[src/rtl/ddsm_ratio_decoder.sv]
// ddsm_ratio_decoder
//   Recovers the average divide ratio (unsigned Q8.16) from the MASH DDSM
//   offset stream feeding the integer divider. It sums 2^WIN_LOG2 signed
//   4-bit offsets, adds back integer*2^WIN_LOG2 and scales the result to Q8.16.
//   Optional feature: define DDSM_RATIO_DECODER_MINMAX_EN to add the
//   ctrl_min / ctrl_max window statistics outputs.
//   Reset: rst_n is synchronous and active-low. All logic runs on mod_clk.
module ddsm_ratio_decoder #(
  parameter int WIN_LOG2 = 16
) (
  input  logic        mod_clk,
  input  logic        rst_n,
  input  logic        start,
  input  logic [7:0]  div_integer,
  input  logic [3:0]  ctrl_in,
  input  logic        ctrl_valid,
  output logic        busy,
  output logic        done,
  output logic [23:0] ratio_out,
  output logic        range_err,
  output logic        ctrl_err
`ifdef DDSM_RATIO_DECODER_MINMAX_EN
  ,
  output logic signed [3:0] ctrl_min,
  output logic signed [3:0] ctrl_max
`endif
);

  localparam int WA = WIN_LOG2 + 5;   // accumulator, |sum| <= 8*2^WIN_LOG2
  localparam int WT = WIN_LOG2 + 10;  // integer*2^WIN_LOG2 + sum, signed
  localparam int SH = 16 - WIN_LOG2;  // scale window sum to 16 fraction bits

  localparam logic signed [3:0] OFS_LO = -4'sd3;
  localparam logic signed [3:0] OFS_HI = 4'sd4;

  typedef enum logic [1:0] {IDLE, ACCUM, FINISH} state_t;

  state_t                state_q, state_d;
  logic [7:0]            int_q;
  logic signed [WA-1:0]  acc_q;
  logic [WIN_LOG2-1:0]   cnt_q;
  logic                  werr_q;

  logic                  take, last, bad;
  logic signed [3:0]     ofs;
  logic [WA-1:0]         ofs_ext;
  logic [WT-1:0]         total;
  logic [WIN_LOG2+7:0]   mag;
  logic [23:0]           ratio_calc;

  assign ofs     = $signed(ctrl_in);
  assign take    = (state_q == ACCUM) && ctrl_valid;
  assign last    = &cnt_q;
  // Out-of-range samples are flagged but still summed.
  assign bad     = (ofs < OFS_LO) || (ofs > OFS_HI);
  assign ofs_ext = {{(WIN_LOG2 + 1){ctrl_in[3]}}, ctrl_in};

  // Bits above WIN_LOG2+8 only carry the sign, so the magnitude fits in
  // WIN_LOG2+8 bits whenever the result is in range.
  assign total      = {2'b00, int_q, {WIN_LOG2{1'b0}}} + {{5{acc_q[WA-1]}}, acc_q};
  assign mag        = total[WIN_LOG2+7:0];
  assign ratio_calc = 24'(mag) << SH;

  assign busy = (state_q != IDLE);

`ifdef DDSM_RATIO_DECODER_MINMAX_EN
  logic signed [3:0] wmin_q, wmax_q;
  logic              first;
  assign first = (cnt_q == '0);
`endif

  // State register
  always_ff @(posedge mod_clk) begin
    if (!rst_n) state_q <= IDLE;
    else        state_q <= state_d;
  end

  // Next-state: start only in IDLE; leave ACCUM on the 2^WIN_LOG2-th sample
  always_comb begin
    state_d = state_q;
    case (state_q)
      IDLE:    if (start) state_d = ACCUM;
      ACCUM:   if (take && last) state_d = FINISH;
      FINISH:  state_d = IDLE;
      default: state_d = IDLE;
    endcase
  end

  // Window datapath and result publication (done rises with the new results)
  always_ff @(posedge mod_clk) begin
    if (!rst_n) begin
      int_q     <= '0;
      acc_q     <= '0;
      cnt_q     <= '0;
      werr_q    <= 1'b0;
      done      <= 1'b0;
      ratio_out <= '0;
      range_err <= 1'b0;
      ctrl_err  <= 1'b0;
`ifdef DDSM_RATIO_DECODER_MINMAX_EN
      wmin_q    <= '0;
      wmax_q    <= '0;
      ctrl_min  <= '0;
      ctrl_max  <= '0;
`endif
    end else begin
      done <= 1'b0;
      case (state_q)
        IDLE: begin
          if (start) begin
            int_q  <= div_integer;
            acc_q  <= '0;
            cnt_q  <= '0;
            werr_q <= 1'b0;
          end
        end
        ACCUM: begin
          if (ctrl_valid) begin
            acc_q <= acc_q + ofs_ext;
            cnt_q <= cnt_q + WIN_LOG2'(1);
            if (bad) werr_q <= 1'b1;
`ifdef DDSM_RATIO_DECODER_MINMAX_EN
            if (first || ofs < wmin_q) wmin_q <= ofs;
            if (first || ofs > wmax_q) wmax_q <= ofs;
`endif
          end
        end
        FINISH: begin
          done     <= 1'b1;
          ctrl_err <= werr_q;
          if (total[WT-1]) begin
            ratio_out <= '0;
            range_err <= 1'b1;
          end else if (total[WIN_LOG2+8]) begin
            ratio_out <= 24'hFFFFFF;
            range_err <= 1'b1;
          end else begin
            ratio_out <= ratio_calc;
            range_err <= 1'b0;
          end
`ifdef DDSM_RATIO_DECODER_MINMAX_EN
          ctrl_min <= wmin_q;
          ctrl_max <= wmax_q;
`endif
        end
        default: ;
      endcase
    end
  end

endmodule

[config.mk]
export PLATFORM = sky130hd
export DESIGN_NAME = ddsm_ratio_decoder
export DESIGN_NICKNAME = d
export VERILOG_FILES = /design/src/rtl/ddsm_ratio_decoder.sv
export SDC_FILE = /design/constraint.sdc
export NUM_CORES = 1
export LEC_CHECK = 0
export ABC_CLOCK_PERIOD_IN_PS = 3200
export BUFFER_PORTS_ARGS = -buffer_cell sky130_fd_sc_hd__buf_4
export CAP_MARGIN = 30
export CORE_UTILIZATION = 50
export CTS_BUF_LIST = sky130_fd_sc_hd__clkbuf_16
export DETAILED_ROUTE_END_ITERATION = 10
export HOLD_SLACK_MARGIN = 0.02
export PLACE_DENSITY = 0.69
export SETUP_SLACK_MARGIN = 0.3
export SYNTH_ARGS = -nofsm -noshare
export SYNTH_HDL_FRONTEND = slang
export SYNTH_SLANG_ARGS = --single-unit
[constraint.sdc]
create_clock -name mod_clk -period 3.2 [get_ports mod_clk]
set_input_delay 0.8 -clock mod_clk [delete_from_list [all_inputs] [get_ports mod_clk]]
set_output_delay 0.8 -clock mod_clk [all_outputs]
set_load 0.03 [all_outputs]
==> flow_summary.json <==
{
  "grt_pass1_wl_microns": 16200,
  "design.portCount": 44,
  "ctsHoldBuffers": 0,
  "initial_utilization": 0.515,
  "post_cts.resized_instances": 0,
  "report.final.setup_viol": 0,
  "post_route_cells_drive_above_1_share": 0.141,
  "layout.cells.most_common_list": "sky130_fd_sc_hd__dfxtp_1 (75), sky130_fd_sc_hd__nand2_1 (72), sky130_fd_sc_hd__nor2_1 (70)",
  "core_sq_um": 8220,
  "die_width_microns": 94.0,
  "grt_use_met3": 0.0477,
  "fp.dieH_microns": 94.0,
  "number_of_synthesized_register_bits": 75,
  "h-tree-depth": 3,
  "post-dp-hpwl_microns": 7220,
  "setup.worst_path.end_class": "flop",
  "post_synth_inst_count": 515,
  "worst_slew_margin_rel": 0.470,
  "pin_count_of_the_biggest_net_entering_global_routing": 22,
  "ys_seq_area_frac": 0.355,
  "detailedRoute.firstPassIterationCount": 7,
  "post-route-drc-count": 2,
  "grt.overflow.total": 0,
  "max-cap-violations": 0,
  "synth_area_sq_um": 4230,
  "layout.cells.most_common": "sky130_fd_sc_hd__dfxtp_1",
  "numCtsBuffers": 9,
  "number_of_global_route_vias_before_repair": 3403,
  "failed_checks": "DRC",
  "leakagePower_nw": 2.01,
  "fin_crit_sh": 0.818,
  "rows": 33,
  "ctsLongestPathBuffers": 2,
  "cts.sink_count": 75,
  "n_fill_cell": 755,
  "dpl-instance-area_sq_um": 4640,
  "routed_via_density": 5.64,
  "tritoncts_clock_tree": "yes",
  "globalplace.congestion": 0.898,
  "worst-endpoint-arrival_ns": 2.88,
  "total_power_w": 0.00238,
  "grt_util_met2": 0.385,
  "finalInstanceArea_sq_um": 4940,
  "crit_required_ns": 3.47,
  "finalCriticalPeriod_ns": 2.62,
  "global_route.peak_usage_layer": "met2",
  "power_per_cell_area_nw_per_um2": 482,
  "syn_avg_cell_area_sq_um": 8.21,
  "ys_types": 59,
  "design.die.area_sq_um": 8830,
  "post_cts_buffers": 0,
  "final_hold_fails": 0,
  "final_core_util": 0.602,
  "clock_latency_ns": 0.34,
  "antennaDiodeCount": 0,
  "tightest_slew_ns": 0.793,
  "clkSlewWorstSetupHoldPaths_ns": 0.06,
  "hold_path_class": "flop to flop",
  "groute.layer.met1.usage": 0.302,
  "edff_count_synth": 0,
  "critical_path_peak_fanout": 19,
  "tns_ns": 0,
  "grt_setup_unrepaired": "no",
  "peakVddDrop_mv": 0.306,
  "track_usage": 0.236,
  "synth_top_flop_cell": "sky130_fd_sc_hd__dfxtp_1",
  "drt_first_iter_violations": 192,
  "final_antenna_net_count": 0,
  "clock-skew-final_ns": 0.00632,
  "ys_async_sr_fraction": 0,
  "synth_to_layout_area_growth_pct": 16.9,
  "postSynthNetCount": 563,
  "clk_root_buffer_cell": "sky130_fd_sc_hd__clkbuf_16",
  "routedWlPerCell_microns": 14.7,
  "final-max-slew-violation-count": 0,
  "fmaxAchievable_mhz": 382,
  "critical_setup_path_class": "flop to flop",
  "drt-total-wl_microns": 9790,
  "start_kind": "flop",
  "synth-warning-count": 0,
  "nNetsFinal": 605,
  "dr_total_vias": 3759,
  "outcome": "complete, but fails checks",
  "antenna_violations_before_repair": 0,
  "port_buffers": 43
}
==> worst max-delay path, cell delays in order (launching register included) <==
cell and delay [ns]:
sky130_fd_sc_hd__dfxtp_1 0.34, sky130_fd_sc_hd__ha_1 0.22, sky130_fd_sc_hd__fa_1 0.42, sky130_fd_sc_hd__a21oi_2 0.19, sky130_fd_sc_hd__o211ai_1 0.13, sky130_fd_sc_hd__or3_1 0.34, sky130_fd_sc_hd__a21oi_2 0.17, sky130_fd_sc_hd__xnor2_2 0.23
sky130_fd_sc_hd__buf_4 0.32, sky130_fd_sc_hd__nor2_2 0.06, sky130_fd_sc_hd__o21ai_1 0.13
==> where the power goes <==
group	total, W	leakage (nW)	internal [W]	switching [W]
Sequential	0.000983	0.607	0.000959	0.0000240
Combinational	0.000351	1.26	0.000139	0.000212
Clock	0.00105	0.145	0.000617	0.000434
Total	0.00238	2.01	0.00172	0.000670
==> metal layers <==
metal,vias up,wire [microns]
met5,-,0
met4,0,206
met3,21,386
met2,80,4600
met1,1751,4600
li1,1907,-
==> layout make-up <==
cell class	count	area, sq um	share of cell area
repair buffers	49	368	0.0744
clock buffers	9	225	0.0456
inverters	10	37.5	0.00759
well taps	105	131	0.0266
multi-input cells	412	2600	0.525
flip-flops and latches	75	1500	0.304
clock inverters	7	82.6	0.0167
==> sequential cells by signal (all words and copies together), names as in the netlist <==
| signal | count |
|---|---|
| acc_q | 21 |
| cnt_q | 16 |
| ctrl_err | 1 |
| done | 1 |
| int_q | 8 |
| range_err | 1 |
| ratio_out | 24 |
| state_q | 2 |
| werr_q | 1 |
==> path summary, 6_finish.rpt <==
check	start	slack (ns)	cells past startpoint	to
setup / recovery	acc_q[16]$_SDFFE_PN0P_	0.58	10	ratio_out[23]$_SDFFE_PN0P_
hold / removal	ratio_out[12]$_SDFFE_PN0P_	0.44	2	ratio_out[12]$_SDFFE_PN0P_
setup reg to reg	acc_q[16]$_SDFFE_PN0P_	0.58	10	ratio_out[23]$_SDFFE_PN0P_
hold reg to reg	ratio_out[12]$_SDFFE_PN0P_	0.44	2	ratio_out[12]$_SDFFE_PN0P_
==> metrics by stage <==
step           hold WS (ns)  worst slack (ns)  instances
2_1_floorplan         0.440             0.699        515
3_3_place_gp          0.433             0.387        651
3_5_place_dp          0.441             0.281        651
4_1_cts               0.449             0.560        667
5_1_grt               0.463             0.361        667
6_report              0.444             0.581        667
==> logic make-up (layout without fill, tap and decap cells) <==
group | after synthesis | after routing | share of synthesized area
buf+inv | 28 | 75 | 0.0320
flops | 75 | 75 | 0.355
compound gates | 137 | 137 | 0.209
mux | 5 | 5 | 0.0118
xor+xnor | 38 | 38 | 0.0805
fa+ha+maj | 32 | 32 | 0.0983
simple gates | 200 | 200 | 0.213
==> synth_stat cells (3+ instances only) <==
library cell / count / area, sq um
sky130_fd_sc_hd__o211ai_1: 3 / 22.5
sky130_fd_sc_hd__nor3_1: 7 / 35.0
sky130_fd_sc_hd__dfxtp_1: 75 / 1500
sky130_fd_sc_hd__a21oi_2: 3 / 26.3
sky130_fd_sc_hd__nor2_2: 3 / 18.8
sky130_fd_sc_hd__mux2i_1: 5 / 50.1
sky130_fd_sc_hd__o211a_1: 3 / 30.0
sky130_fd_sc_hd__nand2_1: 72 / 270
sky130_fd_sc_hd__o21ai_1: 26 / 130
sky130_fd_sc_hd__ha_1: 30 / 375
sky130_fd_sc_hd__a22oi_1: 5 / 37.5
sky130_fd_sc_hd__a31oi_1: 4 / 25.0
sky130_fd_sc_hd__xnor2_1: 19 / 166
sky130_fd_sc_hd__and2_1: 3 / 18.8
sky130_fd_sc_hd__inv_1: 9 / 33.8
sky130_fd_sc_hd__a21o_1: 5 / 37.5
sky130_fd_sc_hd__buf_6: 3 / 33.8
sky130_fd_sc_hd__nand3_1: 12 / 60.1
sky130_fd_sc_hd__nand4_1: 10 / 62.6
sky130_fd_sc_hd__buf_2: 4 / 20.0
sky130_fd_sc_hd__o21ai_0: 23 / 115
sky130_fd_sc_hd__a21boi_0: 5 / 37.5
sky130_fd_sc_hd__xor2_1: 18 / 158
sky130_fd_sc_hd__a21oi_1: 27 / 135
sky130_fd_sc_hd__nor2_1: 70 / 263
sky130_fd_sc_hd__nor2b_1: 5 / 31.3
sky130_fd_sc_hd__a22o_1: 7 / 61.3
sky130_fd_sc_hd__clkbuf_1: 9 / 33.8
sky130_fd_sc_hd__a211oi_1: 4 / 30.0
sky130_fd_sc_hd__o21a_1: 6 / 45.0
(Power assumes the default switching activity.)
